File: config.mk
export PLATFORM = sky130hd
export DESIGN_NAME = mux4_rr_sched
export DESIGN_NICKNAME = d
export VERILOG_FILES = /design/src/rtl/mux4_rr_sched.sv
export SDC_FILE = /design/constraint.sdc
export NUM_CORES = 1
export LEC_CHECK = 0
export BUFFER_PORTS_ARGS = -buffer_cell sky130_fd_sc_hd__buf_2
export CELL_PAD_IN_SITES_DETAIL_PLACEMENT = 2
export CELL_PAD_IN_SITES_GLOBAL_PLACEMENT = 2
export CORE_MARGIN = 4
export CORE_UTILIZATION = 30
export DETAILED_ROUTE_END_ITERATION = 8
export PLACE_DENSITY_LB_ADDON = 0.1
export SLEW_MARGIN = 20
export SYNTH_ARGS = -nofsm -noshare
export SYNTH_HDL_FRONTEND = slang
export SYNTH_SLANG_ARGS = --single-unit
File: constraint.sdc
create_clock -name clk -period 1.3 [get_ports clk]
set_input_delay 0.26 -clock clk [delete_from_list [all_inputs] [get_ports clk]]
set_output_delay 0.26 -clock clk [all_outputs]
set_load 0.005 [all_outputs]
File: src/rtl/mux4_rr_sched.sv
// Round-robin scheduler for a 4:1 mux: per-channel holding registers, valid/ready capture and an IDLE/GRANT FSM.
// Build with MUX4_SCHED_PRIO_EN defined for fixed lowest-index priority instead of round-robin.
module mux4_rr_sched #(
  parameter int WIDTH = 4
) (
  input  logic               clk,
  input  logic               rst,
  input  logic [3:0]         req_valid,
  input  logic [4*WIDTH-1:0] req_data,
  output logic [3:0]         req_ready,
  output logic [WIDTH-1:0]   A,
  output logic [WIDTH-1:0]   B,
  output logic [WIDTH-1:0]   C,
  output logic [WIDTH-1:0]   D,
  output logic [1:0]         sel,
  output logic               grant_valid,
  input  logic               grant_ready
);

  localparam logic [0:0] IDLE  = 1'b0;
  localparam logic [0:0] GRANT = 1'b1;

  logic [0:0]            state_q, state_d;
  logic [3:0]            full_q, full_d;
  logic [3:0]            seen_q;
  logic [1:0]            sel_q, sel_d;
  logic [1:0]            ptr_q, ptr_d;
  logic [3:0][WIDTH-1:0] hold_q, hold_d;
  logic [3:0]            capture;
  logic [3:0]            eligible;

  assign capture  = req_valid & ~full_q;
  // A word is schedulable only from the cycle after its capture, so capture at edge N grants after edge N+2.
  assign eligible = full_q & seen_q;

`ifdef MUX4_SCHED_PRIO_EN
  function automatic logic [1:0] pick(input logic [3:0] el);
    logic [1:0] r;
    r = 2'd0;
    for (int i = 3; i >= 0; i--) begin
      if (el[i]) r = 2'(i);
    end
    return r;
  endfunction
`else
  function automatic logic [1:0] pick(input logic [3:0] el, input logic [1:0] base);
    logic [1:0] r;
    logic [1:0] idx;
    r = base;
    for (int k = 3; k >= 0; k--) begin
      idx = base + 2'(k);
      if (el[idx]) r = idx;
    end
    return r;
  endfunction
`endif

  always_comb begin
    full_d  = full_q | capture;
    state_d = state_q;
    sel_d   = sel_q;
    ptr_d   = ptr_q;
    for (int i = 0; i < 4; i++) begin
      hold_d[i] = capture[i] ? req_data[i*WIDTH +: WIDTH] : hold_q[i];
    end
    if (state_q == IDLE) begin
      if (|eligible) begin
`ifdef MUX4_SCHED_PRIO_EN
        sel_d = pick(eligible);
`else
        sel_d = pick(eligible, ptr_q);
`endif
        state_d = GRANT;
      end
    end else if (grant_ready) begin
      full_d[sel_q] = 1'b0;
`ifdef MUX4_SCHED_PRIO_EN
      ptr_d = 2'd0;
`else
      ptr_d = sel_q + 2'd1;
`endif
      state_d = IDLE;
    end
  end

  always_ff @(posedge clk or posedge rst) begin
    if (rst) begin
      state_q <= IDLE;
      full_q  <= '0;
      seen_q  <= '0;
      sel_q   <= '0;
      ptr_q   <= '0;
      hold_q  <= '0;
    end else begin
      state_q <= state_d;
      full_q  <= full_d;
      seen_q  <= full_q;
      sel_q   <= sel_d;
      ptr_q   <= ptr_d;
      hold_q  <= hold_d;
    end
  end

  assign req_ready   = ~full_q;
  assign A           = hold_q[0];
  assign B           = hold_q[1];
  assign C           = hold_q[2];
  assign D           = hold_q[3];
  assign sel         = sel_q;
  assign grant_valid = (state_q == GRANT);

endmodule

### Word level (Yosys, flattened, before mapping)

Cells that the tools add are included.

| storage, ports and cells | value |
|---|---|
| register bits after elaboration | 29 |
| input port bits | 23 |
| output and inout bits | 23 |
| word-level logic and storage cells | 49 |

| operators by class | value |
|---|---|
| $add $sub $neg | 4 |
| $lt $le $gt $ge | 6 |
| muxes and demuxes | 19 |
| bitwise operators | 7 |
| reductions and logical operators | 4 |

Operators by type and width:

| cell | number |
|---|---|
| 2-bit by 3-bit < comparator with 1-bit output, second input constant | 5 |
| 4-bit bitwise AND | 3 |
| 1-bit binary-select mux with 2-bit select | 4 |
| 1-bit two-way mux | 8 |
| 2-bit two-way mux | 4 |
| 4-bit two-way mux | 2 |
| 4-bit NOT | 2 |
| 2-bit by 1-bit adder with 2-bit output, second input constant | 2 |
| 2-bit adder, second input constant | 2 |
| 4-bit bitwise OR | 1 |
| 2-bit AND reduction | 2 |
| 4-bit OR reduction | 1 |
| 1-bit demux with 2-bit select | 1 |
| 2-bit by 1-bit greater-or-equal comparator with 1-bit output, second input constant | 1 |
| 1-bit logical AND | 1 |
| 1-bit NOT | 1 |

### Logic depth before layout (Yosys ltp)

| logic depth | value |
|---|---|
| depth after elaboration | 8 |
| mapped depth | 4 |
| mapped depth without buffers | 4 |

### Least setup slack after synthesis

Ideal clock, no wire load.

| timing path | value |
|---|---|
| path type | register -> register |
| start point | register full_q[3] |
| end point | register sel_q[0] (netlist: sel[0]) |
| setup time | 0.121 ns |
| arrival | 1.022 ns |
| setup slack | 0.157 ns |
| stages on the path, launching flop included | 5 |
| clock period less this slack | 1.143 ns |
| cells stage by stage | dfrtp_1 -> and2_1 -> o221ai_1 -> o21ai_0 -> a22o_2 |

| between the ends | value |
|---|---|
| word-level cells in the longest chain between the ends | 7 |
| elaborated cells on any way between the ends | 15 |

RTL lines:

| item | line | source |
|---|---|---|
| from (decl) | 24 | `logic [3:0] full_q, full_d;` |
| from (signal assigned) | 96 | `full_q <= full_d;` |
| 4-bit bitwise AND (*) | 34 | `assign eligible = full_q & seen_q;` |
| 1-bit binary-select mux with 2-bit select | 52 | `if (el[idx]) r = idx;` |
| 1-bit two-way mux (implied by the code) | 52 |  |
| 2-bit two-way mux (4 in series) | 52 |  |
| to (signal assigned) | 98 | `sel_q <= sel_d;` |
| to (decl) | 26 | `logic [1:0] sel_q, sel_d;` |

Every way passes the cells marked *; elsewhere a longest branch is shown, timed or not. The select of a mux whose other input is x is not followed.
A chain may end at the register's enable or synchronous reset.

### Final worst setup path

| timing path | value |
|---|---|
| start point | register state_q (netlist: grant_valid) |
| end point | output port grant_valid |

RTL lines:

| item | line | source |
|---|---|---|
| from (decl) | 23 | `logic [0:0] state_q, state_d;` |
| from (signal assigned) | 95 | `state_q <= state_d;` |
| to (decl) | 16 | `output logic grant_valid,` |

No word-level cell between the ends.

==> flow_summary_export.csv <==
group,metric,value,unit
cts,post-cts-setup-buffers,0,
timing,fin_crit_sh,0.964,
final_layout,area_growth,34.3,%
worst_setup_path,crit_fanout,7,
timing,tns,0,ns
run_status,status,"finished, final reports clean",
placed_design,gp_congestion,0.759,
timing,setup_viol,0,
timing,fin_ws,0.0472,ns
floorplanning,die_width,71.6,um
cts,cts-root-buf,"clkbuf_8",
logic_synthesis,seq_area_frac_synth,0.597,
cts,cts_htree_levels,2,
final_layout,drive_gt1_frac,0.550,
min_path,hp-class,"input port to async pin",
timing,min_period,1.25,ns
floorplanning,die_h,71.6,um
placed_design,hpwl,2450,um
global_routing,grt_pass1_wl,5200,um
timing,maxSlewHeadroom,0.750,
global_routing,overflow,0,
timing,rsz0062_at_grt,"false",
floorplanning,initial_core_util,0.320,
drt,via_per_inst,4.78,
placed_design,dp_slack,0.0375,ns
pwr,leakagePower,0.817,nW
timing,slew_violations,0,
cts,insertion_delay,0.27,ns
drt,firstDrtPassIters,3,
worst_setup_path,crit_required,1.04,ns
logic_synthesis,syn_nets,121,
worst_setup_path,start_kind,"flip-flop",
logic_synthesis,netlist_instances,94,
global_routing,grt_pass1_vias,1088,
logic_synthesis,netlist_area,1210,um2
final_layout,fin_area,1630,um2
cts,clkTransAtPathRegs,0.06,ns
drt,vias,951,
logic_synthesis,ys.warnings.count,0,
placed_design,placedInstanceArea,1550,um2
drt,avgRoutedWirePerCell,15.2,um
drt,drtAntennaViolNets,0,
timing,fmax,798,MHz
job,drv_cap,0,
floorplanning,io_pins,46,
worst_setup_path,crit_type,"flip-flop to output port",
floorplanning,die_area,5130,um2
placed_design,io_buffer_count,45,
timing,hold_viol,0,
worst_setup_path,crit_arrival,0.99,ns
floorplanning,core_area,3800,um2
drt,post-route-drc-count,0,
cts,ctsHoldBuffers,0,
cts,clockBufferDepth,2,
global_routing,antenna_found_initial,0,
global_routing,grt_use_total,0.133,
final_layout,final_nets,178,
logic_synthesis,synth.distinct_cells,22,
logic_synthesis,synth_seq_cells,29,
cts,tritoncts,"done",
cts,cts.sinks,29,
drt,routed_wl,3030,um
timing,clock_skew,0.00391,ns
cts,numCtsBuffers,5,
floorplanning,row_count,22,
global_routing,grt_start_max_net_pins,30,
drt,drt_iter0_drc,34,
logic_synthesis,syn_area_per_cell,12.9,um2
pwr,power-per-cell-area,2190,nW/um2
worst_setup_path,rrSetupSlack,0.07,ns
worst_setup_path,end_kind,"output port",
final_layout,n_antenna_cell,0,
pwr,vdd_drop_max,0.753,mV
timing,worst_pin_slew,0.375,ns
-- layer usage --
layer,GRT usage,up-vias,part of all wire,wire (um)
li1,-,439,-,-
met1,0.143,471,0.42,1280
met2,0.234,34,0.49,1490
met3,0.0505,7,0.066,201
met4,0.0564,0,0.017,51
met5,0,-,0,0
-- flip-flops by register name (all words and copies together), names as in the netlist --
signal and flops:
full_q 4, sel 2, D 4, C 4
seen_q 4, grant_valid 1, ptr_q 2, B 4
A 4
-- synth_stat cells --
cell / count / area share
o221ai_1: 1 / 0.0072
a22o_2: 1 / 0.0082
buf_2: 1 / 0.0041
nand2_1: 4 / 0.012
o21ai_0: 3 / 0.012
nor2b_1: 3 / 0.015
ha_1: 4 / 0.041
o31ai_1: 1 / 0.0062
dfrtp_1: 29 / 0.60
o22ai_1: 1 / 0.0052
and2b_2: 1 / 0.0072
mux2_2: 17 / 0.16
a31oi_1: 5 / 0.026
a21oi_1: 1 / 0.0041
nor2_1: 5 / 0.015
nand4_1: 1 / 0.0052
a31o_2: 1 / 0.0072
and2_1: 2 / 0.010
o21a_1: 2 / 0.012
inv_1: 7 / 0.022
a41o_1: 1 / 0.0082
nand2_2: 3 / 0.015
-- worst paths after layout --
check,end,cells past startpoint,startpoint
max reg2reg,D[3]$_DFFE_PP0P_,2,full_q[3]$_DFF_PP0_
min reg2reg,seen_q[0]$_DFF_PP0_,0,full_q[0]$_DFF_PP0_
min in group clk,A[0]$_DFFE_PP0P_,2,req_data[0]
min,B[1]$_DFFE_PP0P_,3,rst
max in group asynchronous,full_q[0]$_DFF_PP0_,3,rst
max,grant_valid,2,grant_valid$_DFF_PP0_
-- report_power, final --
part | leakage, nW | internal [mW] | switching, mW
sequential | 0.327 | 1.30 | 0.259
clock | 0.0443 | 0.418 | 0.302
combinational | 0.445 | 0.708 | 0.584
total | 0.817 | 2.42 | 1.14
-- cell families (layout without fill, tap and decap cells) --
logic type	Yosys count	after routing	synth area share
DFF	29	29	0.597
and+or+nand+nor	19	19	0.0814
AOI/OAI and AO/OA	17	17	0.0968
muxes	17	17	0.158
buffers and inverters	8	65	0.0257
adders and majority gates	4	4	0.0412
-- repair_timing --
item,in CTS,in global routing
hold endpoints to repair,0,0
endpoints found under the setup margin,0,10
gates resized for setup,0,3
-- layout make-up --
type / instances / area [um2]
fillers: 402 / 2170
flip-flops and latches: 29 / 728
multi-input cells: 57 / 460
repair buffers: 51 / 270
clock buffers: 7 / 86.3
well taps: 48 / 60.1
inverters: 7 / 26.3
-- critical path, cell delays in order, from the launching register on --
cell     delay (ns)
dfrtp_1        0.41
buf_4          0.18
buf_2          0.13
-- cell usage in the layout, fill, tap and decap left out, types with 4 or more instances in the layout --
master and count:
buf_2 45, nor2_1 5, dfrtp_1 27, a31oi_1 5, clkbuf_8 6, nand2_1 4
mux2_2 17, buf_4 6, inv_1 7, ha_1 4
-- stage by stage --
stage          hold WS [ns]  total power, mW  utilization  cells
2_1_floorplan         0.338             2.23            -     94
3_3_place_gp          0.349             2.82        0.407    193
3_5_place_dp          0.357             2.91        0.407    193
4_1_cts              0.0594             3.66        0.430    200
5_1_grt              0.0946             3.86        0.430    199
6_report             0.0565             3.57        0.430    199
Note: power is estimated with default switching activity, not from simulation.
